**config.mk**
```make
export PLATFORM = sky130hd
export DESIGN_NAME = id_hazard_ctrl
export DESIGN_NICKNAME = d
export VERILOG_FILES = /design/src/rtl/pipe_pkg.sv /design/src/rtl/hazard_src_match.sv /design/src/rtl/id_hazard_ctrl.sv
export SDC_FILE = /design/constraint.sdc
export NUM_CORES = 1
export LEC_CHECK = 0
export BUFFER_PORTS_ARGS = -buffer_cell sky130_fd_sc_hd__buf_2
export CELL_PAD_IN_SITES_DETAIL_PLACEMENT = 2
export CELL_PAD_IN_SITES_GLOBAL_PLACEMENT = 2
export CORE_MARGIN = 5
export CORE_UTILIZATION = 38
export CTS_BUF_LIST = sky130_fd_sc_hd__clkbuf_4 sky130_fd_sc_hd__clkbuf_8
export DETAILED_ROUTE_END_ITERATION = 12
export PLACE_DENSITY_LB_ADDON = 0.15
export SLEW_MARGIN = 0
export SYNTH_ARGS = -nofsm -noshare
export SYNTH_HDL_FRONTEND = slang
export SYNTH_SLANG_ARGS = --single-unit
```
**constraint.sdc**
```tcl
create_clock -name clk -period 2.75 [get_ports clk]
set_input_delay 0.1375 -clock clk [delete_from_list [all_inputs] [get_ports clk]]
set_output_delay 0.1375 -clock clk [all_outputs]
set_load 0.1 [all_outputs]
```
**src/rtl/pipe_pkg.sv**
```systemverilog
// Shared pipeline types for hazard/forwarding control: forward-select encoding,
// in-flight destination slot, and the slot-match helper.
package pipe_pkg;

  localparam int unsigned REG_W = 5;
  localparam logic [REG_W-1:0] REG_ZERO = 5'd0;

  typedef enum logic [1:0] {
    FWD_RF  = 2'b00,
    FWD_MEM = 2'b01,
    FWD_WB  = 2'b10
  } fwd_sel_t;

  typedef struct packed {
    logic             valid;
    logic [REG_W-1:0] rd;
    logic             is_load;
    logic             wr;
  } inflight_t;

  localparam inflight_t SLOT_EMPTY = '{valid: 1'b0, rd: REG_ZERO, is_load: 1'b0, wr: 1'b0};

  // x0 is hardwired, so it never creates a dependency
  function automatic logic slot_match(input logic [REG_W-1:0] src, input logic used,
                                      input inflight_t s);
    return used && (src != REG_ZERO) && s.valid && s.wr && (s.rd == src);
  endfunction

endpackage

```
**src/rtl/hazard_src_match.sv**
```systemverilog
// Per-source RAW check against the EX/MEM/WB slots: hazard flag, ID-stage
// forward select and the EX-stage select the operand needs one cycle later.
module hazard_src_match
  import pipe_pkg::*;
(
  input  logic [REG_W-1:0] i_src,
  input  logic             i_used,
  input  logic             i_early,
  input  inflight_t        i_ex,
  input  inflight_t        i_mem,
  input  inflight_t        i_wb,
  output logic             o_hazard,
  output fwd_sel_t         o_id_fwd,
  output fwd_sel_t         o_ex_fwd
);

  logic w_m_ex, w_m_mem, w_m_wb;

  assign w_m_ex  = slot_match(i_src, i_used, i_ex);
  assign w_m_mem = slot_match(i_src, i_used, i_mem);
  assign w_m_wb  = slot_match(i_src, i_used, i_wb);

  // Youngest match wins in every decision below
  always_comb begin
    o_hazard = 1'b0;
    o_id_fwd = FWD_RF;
    o_ex_fwd = FWD_RF;
    if (i_early) begin
      o_hazard = w_m_ex || (w_m_mem && i_mem.is_load);
    end else begin
      o_hazard = w_m_ex && i_ex.is_load;
    end
    if (i_early && !w_m_ex) begin
      if (w_m_mem) begin
        o_id_fwd = i_mem.is_load ? FWD_RF : FWD_MEM;
      end else if (w_m_wb) begin
        o_id_fwd = FWD_WB;
      end else begin
        o_id_fwd = FWD_RF;
      end
    end else begin
      o_id_fwd = FWD_RF;
    end
    // A WB producer is in the regfile by the time the operand reaches EX
    if (w_m_ex) begin
      o_ex_fwd = i_ex.is_load ? FWD_RF : FWD_MEM;
    end else if (w_m_mem) begin
      o_ex_fwd = FWD_WB;
    end else begin
      o_ex_fwd = FWD_RF;
    end
  end

endmodule

```
**src/rtl/id_hazard_ctrl.sv**
```systemverilog
// Hazard and forwarding controller for the five-stage pipeline.
// Optional stall counter port/logic enabled by HAZARD_PERF_EN.
module id_hazard_ctrl
  import pipe_pkg::*;
#(
  parameter int unsigned NREG  = 32,
  parameter int unsigned CNT_W = 32
) (
  input  logic                    clk,
  input  logic                    rst,
  input  logic                    id_valid,
  input  logic [$clog2(NREG)-1:0] id_rs1,
  input  logic [$clog2(NREG)-1:0] id_rs2,
  input  logic                    id_rs1_used,
  input  logic                    id_rs2_used,
  input  logic                    id_early_use,
  input  logic [$clog2(NREG)-1:0] id_rd,
  input  logic                    id_rd_wr,
  input  logic                    id_is_load,
  input  logic                    id_redirect,
  input  logic                    mem_busy,
  output logic                    stall_id,
  output logic                    if_flush,
  output logic [1:0]              id_fwd_a,
  output logic [1:0]              id_fwd_b,
  output logic [1:0]              ex_fwd_a,
  output logic [1:0]              ex_fwd_b,
  output logic                    ex_bubble
`ifdef HAZARD_PERF_EN
  ,
  output logic [CNT_W-1:0]        stall_cycles
`endif
);

  inflight_t r_ex, r_mem, r_wb;
  fwd_sel_t  r_ex_fwd_a, r_ex_fwd_b;
  logic      r_ex_bubble;

  logic      w_haz_a, w_haz_b, w_hazard, w_stall;
  fwd_sel_t  w_id_fwd_a, w_id_fwd_b, w_ex_fwd_a, w_ex_fwd_b;

  hazard_src_match u_match_rs1 (
    .i_src    (id_rs1),
    .i_used   (id_rs1_used),
    .i_early  (id_early_use),
    .i_ex     (r_ex),
    .i_mem    (r_mem),
    .i_wb     (r_wb),
    .o_hazard (w_haz_a),
    .o_id_fwd (w_id_fwd_a),
    .o_ex_fwd (w_ex_fwd_a)
  );

  hazard_src_match u_match_rs2 (
    .i_src    (id_rs2),
    .i_used   (id_rs2_used),
    .i_early  (id_early_use),
    .i_ex     (r_ex),
    .i_mem    (r_mem),
    .i_wb     (r_wb),
    .o_hazard (w_haz_b),
    .o_id_fwd (w_id_fwd_b),
    .o_ex_fwd (w_ex_fwd_b)
  );

  assign w_hazard  = id_valid && (w_haz_a || w_haz_b);
  assign w_stall   = mem_busy || w_hazard;
  assign stall_id  = w_stall;
  assign if_flush  = id_valid && id_redirect && !w_stall;
  assign id_fwd_a  = w_id_fwd_a;
  assign id_fwd_b  = w_id_fwd_b;
  assign ex_fwd_a  = r_ex_fwd_a;
  assign ex_fwd_b  = r_ex_fwd_b;
  assign ex_bubble = r_ex_bubble;

  // Slot shift; mem_busy freezes everything, a hazard injects an EX bubble
  always_ff @(posedge clk or posedge rst) begin
    if (rst) begin
      r_ex        <= SLOT_EMPTY;
      r_mem       <= SLOT_EMPTY;
      r_wb        <= SLOT_EMPTY;
      r_ex_fwd_a  <= FWD_RF;
      r_ex_fwd_b  <= FWD_RF;
      r_ex_bubble <= 1'b1;
    end else if (!mem_busy) begin
      r_mem <= r_ex;
      r_wb  <= r_mem;
      if (w_hazard) begin
        r_ex        <= SLOT_EMPTY;
        r_ex_fwd_a  <= FWD_RF;
        r_ex_fwd_b  <= FWD_RF;
        r_ex_bubble <= 1'b1;
      end else begin
        r_ex        <= '{valid: id_valid, rd: id_rd, is_load: id_is_load, wr: id_rd_wr};
        r_ex_fwd_a  <= id_valid ? w_ex_fwd_a : FWD_RF;
        r_ex_fwd_b  <= id_valid ? w_ex_fwd_b : FWD_RF;
        r_ex_bubble <= !id_valid;
      end
    end
  end

`ifdef HAZARD_PERF_EN
  logic [CNT_W-1:0] r_stall_cycles;

  // Stall cycle counter, wraps naturally
  always_ff @(posedge clk or posedge rst) begin
    if (rst) begin
      r_stall_cycles <= '0;
    end else if (w_stall) begin
      r_stall_cycles <= r_stall_cycles + {{(CNT_W-1){1'b0}}, 1'b1};
    end
  end

  assign stall_cycles = r_stall_cycles;
`endif

endmodule

```
* After elaboration in Yosys (flattened, before gate mapping)
Index checks and enable logic that the tools add are counted.
Cells by class: eq/ne operators 6, muxes and demuxes 20, reduce and logical (&&, ||, !) cells 39
Operators with widths (number):
- == test 5 bit | 6
- logical AND 1 bit | 29
- two-way mux 2 bit | 14
- nonzero test 5 bit | 2
- two-way mux 8 bit | 1
- two-way mux 1 bit | 5
- zero test 1 bit | 4
- logical OR 1 bit | 4
Word-level totals: flip-flop bits (word level) 28, input port bits 25, output and inout bits 11, logic and storage cells 79

* Longest topological paths before layout
depth after elaboration 13, depth in mapped cells 5, mapped depth without buffers 5

* Modules after synthesis
From an unflattened synthesis, not the netlist that was laid out.
Second synthesis, totals: cell total of the unflattened synthesis 159, area, all modules 1729.2 sq um
By module, submodules not included:
- id_hazard_ctrl | times used 1, cells an instance 85, area an instance 1158.6 sq um, seq. area each 726.9 sq um
- hazard_src_match | times used 2, cells an instance 37, area an instance 285.3 sq um, seq. area each 0.0 sq um

* Worst setup path before layout
OpenSTA, ideal clock, no wires.
kind register to output, from register r_wb[4] in the netlist's numbering, to output id_fwd_a[1], data arrival time 4.122 ns, data required time 2.612 ns, path slack -1.509 ns, stages on the path, launching flop included 4, path buffers 0, cell sequence dfrtp_1 > xor2_1 > or4_2 > nor4_1
On the way: longest elaborated chain between the ends 5
Ends and longest elaborated chain:
- start: declaration | RTL line id_hazard_ctrl.sv:35 | inflight_t r_ex, r_mem, r_wb;
- start signal: assignment | RTL line id_hazard_ctrl.sv:87 | r_wb <= r_mem;
- == test 5 bit | RTL line pipe_pkg.sv:26 | return used && (src != REG_ZERO) && s.valid && s.wr && (s.rd == src);
- logical AND 1 bit | RTL line pipe_pkg.sv:26
- two-way mux 2 bit | RTL line hazard_src_match.sv:36 | end else if (w_m_wb) begin
- two-way mux 2 bit | RTL line hazard_src_match.sv:34 | if (w_m_mem) begin
- two-way mux 2 bit | RTL line hazard_src_match.sv:33 | if (i_early && !w_m_ex) begin
- end: declaration | RTL line id_hazard_ctrl.sv:24 | output logic [1:0] id_fwd_a,
Every way passes these cells.

* Worst setup path after layout
from register r_ex[5] in the netlist's numbering, to output stall_id
On the way: longest elaborated chain between the ends 7, elaborated cells between the ends (all ways) 13, those cells by class 2 x eq/ne; 2 x mux; 9 x reduce/logical
Ends and longest elaborated chain:
- start: declaration | RTL line id_hazard_ctrl.sv:35
- start signal: assignment | RTL line id_hazard_ctrl.sv:94 | r_ex <= '{valid: id_valid, rd: id_rd, is_load: id_is_load, wr: id_rd_wr};
- == test 5 bit | RTL line pipe_pkg.sv:26
- logical AND 1 bit | RTL line pipe_pkg.sv:26
- logical AND 1 bit / logical OR 1 bit (equally long branches) | RTL line hazard_src_match.sv:31, hazard_src_match.sv:29
- two-way mux 1 bit | RTL line hazard_src_match.sv:28 | if (i_early) begin
- logical OR 1 bit * | RTL line id_hazard_ctrl.sv:66 | assign w_hazard = id_valid && (w_haz_a || w_haz_b);
- logical AND 1 bit * | RTL line id_hazard_ctrl.sv:66
- logical OR 1 bit * | RTL line id_hazard_ctrl.sv:67 | assign w_stall = mem_busy || w_hazard;
- end: declaration | RTL line id_hazard_ctrl.sv:22 | output logic stall_id,
Every way passes the cells marked *; elsewhere a longest branch is shown, timed or not.

==> flow_metrics.env <==
export IMPL_status="finished, final reports clean"
export IMPL_clock_skew_ns=0.006950
export IMPL_cts_root_buf="clkbuf_8"
export IMPL_setup_tns_final_ns=0
export IMPL_htreeDepth=1
export IMPL_syn_area_mm2=0.001613
export IMPL_synth_nets=178
export IMPL_arrival_ns=2.42
export IMPL_clockPowerShare=0.256
export IMPL_yosysTopAreaCellShare=0.4189
export IMPL_drv_slew=0
export IMPL_drcViolationCount=0
export IMPL_finalSetupViolCount=0
export IMPL_finalCritPeriodShare=0.9290
export IMPL_dr_first_iter_drc_count=28
export IMPL_hold_viol=0
export IMPL_critPathSlowestCell="dfrtp_1"
export IMPL_via_count=1305
export IMPL_met1_usage=0.2301
export IMPL_area_growth_pct=21.10
export IMPL_synth_top_cell_by_area="dfrtp_1"
export IMPL_cts_buffers=3
export IMPL_combPwrFrac=0.234
export IMPL_dr_pass1_iters=4
export IMPL_place_hpwl_um=3916
export IMPL_instances_no_fill=240
export IMPL_grt_use_total=0.1893
export IMPL_synth_edf_count=0
export IMPL_start_kind="register"
export IMPL_path_cells="xnor2_1 -> nand4_1 -> or3_4 -> a211oi_4 -> or3_1 -> clkbuf_4"
export IMPL_clk_pin_slew_worst_paths_ns=0.09
export IMPL_max_cap_violations=0
export IMPL_antennaDiodeCount=0
export IMPL_nFillCells=440
export IMPL_io_buffers=35
export IMPL_gr_usage_met3=0.02937
export IMPL_leakage_uw=0.0008493
export IMPL_critPathMaxFanout=8
export IMPL_timing_rr_end="ex_fwd_a[1]"
export IMPL_seqPwrFrac=0.510
export IMPL_async_flop_share=1.000
export IMPL_grt_pass1_wl_um=7935
export IMPL_dp_cells=236
export IMPL_grt_overflow_total=0
export IMPL_final_area_mm2=0.001953
export IMPL_postSynthAreaPerCell_um2=10.54
export IMPL_yosysSeqAreaShare=0.4352
export IMPL_synth_seq_cells=28
export IMPL_grt_pass1_vias=1511
export IMPL_reg2reg_from="r_ex[5]"
export IMPL_fp_dieH_um=75.15
export IMPL_met2_usage=0.3540
export IMPL_fin_nets=216
export IMPL_wl_per_cell_um=20.44
export IMPL_rsz0062_at_grt="no"
export IMPL_dieArea_mm2=0.005647
export IMPL_end_kind="output port"
export IMPL_slew_limit_headroom=0.2634
export IMPL_drt_vias_per_instance=5.438
export IMPL_crit_required_ns=2.61
export IMPL_fmax_mhz=391.4
export IMPL_yosysUniqueCellTypes=26
export IMPL_ys_flop_type="dfrtp_1"
export IMPL_power_switching_uw=323.3
export IMPL_place_ws_ns=0.4039
export IMPL_period_minus_slack_ns=2.555
export IMPL_clk_latency_ns=0.28
export IMPL_start_util=0.3975
export IMPL_reg2reg_depth=5
export IMPL_critPathLaunch="r_ex[5]"
export IMPL_synth_common_cells="dfrtp_1, xnor2_1, nand2_1"
export IMPL_layout_drive_gt1_share=0.3632
export IMPL_grt_busiest_layer="met2"
export IMPL_ys_warnings_count=0
export IMPL_switching_share=0.3169
export IMPL_yosys_top_cells_area="dfrtp_1, xnor2_1, mux2_2"
export IMPL_final_util=0.4813
export IMPL_postCtsSetupBuffers=0
export IMPL_tritoncts="done"
export IMPL_routabilityCongestion=0.8449
export IMPL_cts_sinks=28
export IMPL_reg2reg_slack_ns=0.72
export IMPL_crit_type="reg2out"
export IMPL_worst_pin_slew_ns=1.104
export IMPL_grt_max_degree=36
export IMPL_place_area_mm2=0.001896
export IMPL_netlist_instances=153
export IMPL_routed_wl_um=4906
export IMPL_die_w_um=75.15
export IMPL_p_per_area_mw_per_mm2=522.3
export IMPL_coreArea_mm2=0.004058
export IMPL_peakVddDrop_v=0.0002092
export IMPL_hold_class="in2reg"
export IMPL_yosysMostFrequentCell="dfrtp_1"
export IMPL_fin_ws_ns=0.1954
export IMPL_setup_worst_path_end="stall_id"
export IMPL_clockBufferDepth=2
export IMPL_power_internal_uw=696.8
export IMPL_ant_nets=0
export IMPL_antenna_found_initial=0
export IMPL_io_pins=36
export IMPL_rows=23
export IMPL_cpPeakStageDelay_ns=0.43
## state kept, by name, summed over array words and instances (netlist names)
signal / cells
r_wb: 7
r_ex: 8
ex_fwd_b: 2
r_mem: 8
ex_fwd_a: 2
ex_bubble: 1
## what timing repair did
item	in CTS	in global routing
hold buffers	0	0
resized for setup	0	1
endpoints found under the hold margin	0	0
setup endpoints to repair	0	1
## worst max-delay path, delay by kind of cell (launching register included)
family	cells	cell delay, ns
AND/OR/NAND/NOR	3	0.72
AO/OA/AOI/OAI	1	0.43
buffers and inverters	1	0.32
XOR/XNOR	1	0.24
flip-flops	1	0.43
## logic make-up after synthesis
family	share of synthesized area
simple gates	0.1606
xor+xnor	0.1629
flops	0.4352
compound gates	0.1016
mux	0.1047
buf+inv	0.03491
## layer usage
metal  routed length [um]  vias up
met5                    0        -
met2                 2704       19
li1                     -      614
met3                  162        2
met1                 2029      670
met4                   10        0
## through the flow
stage,hold slack [ns],total power (uW)
after floorplan,0.2022,681.0
after global placement,0.3830,749.5
after detailed placement,0.3925,769.0
after CTS,0.09682,1034
after global routing,0.09220,1079
final,0.1059,1020
## layout by cell type, fill, tap and decap left out
cell type | synthesis | layout
o21ai_0 | 2 | 2
dfstp_2 | 1 | 1
buf_4 | 0 | 2
nand2_1 | 16 | 16
or3_1 | 1 | 1
o31ai_1 | 3 | 3
clkbuf_4 | 0 | 1
o32a_1 | 1 | 1
dfrtp_1 | 27 | 27
or4_1 | 3 | 3
xnor2_1 | 22 | 22
mux2_2 | 15 | 15
nand3_1 | 6 | 6
a211oi_2 | 1 | 1
inv_1 | 11 | 11
nor2_1 | 3 | 3
o21ai_2 | 2 | 2
nor4_4 | 0 | 3
o41ai_1 | 7 | 7
or4_2 | 1 | 1
a21oi_1 | 2 | 2
buf_2 | 0 | 34
nand2b_1 | 3 | 3
a211oi_4 | 1 | 1
or3_4 | 4 | 4
xor2_1 | 8 | 8
clkbuf_8 | 0 | 4
nand4_1 | 6 | 6
## power groups by stage
stage                     logic (uW)  clock network, uW  registers [uW]
final                            239                261             520
after global routing             260                292             527
after CTS                        243                270             521
after detailed placement         239                  0             530
after global placement           226                  0             524
after floorplan                  163                  0             518
## area by class of cell
type / count / area, um2 / share of cell area
timing repair buffer: 37 / 192.7 / 0.09865
clock buffer: 4 / 55.05 / 0.02819
tap: 50 / 62.56 / 0.03203
inverter: 11 / 41.29 / 0.02114
sequential: 28 / 701.9 / 0.3594
multi-input combinational: 110 / 899.6 / 0.4606
## how the worst min path moves through the flow
stage	start	to	slack, ns	cells after the start
floorplan	rst	ex_fwd_a[0]	0.20	1
global placement	id_rd_wr	r_ex[0]	0.38	3
detailed placement	id_rd_wr	r_ex[0]	0.39	3
CTS	id_rd_wr	r_ex[0]	0.1	3
global route	id_rd_wr	r_ex[0]	0.09	3
finish	id_rd_wr	r_ex[0]	0.11	3
Note: power is estimated with default switching activity, not from simulation.
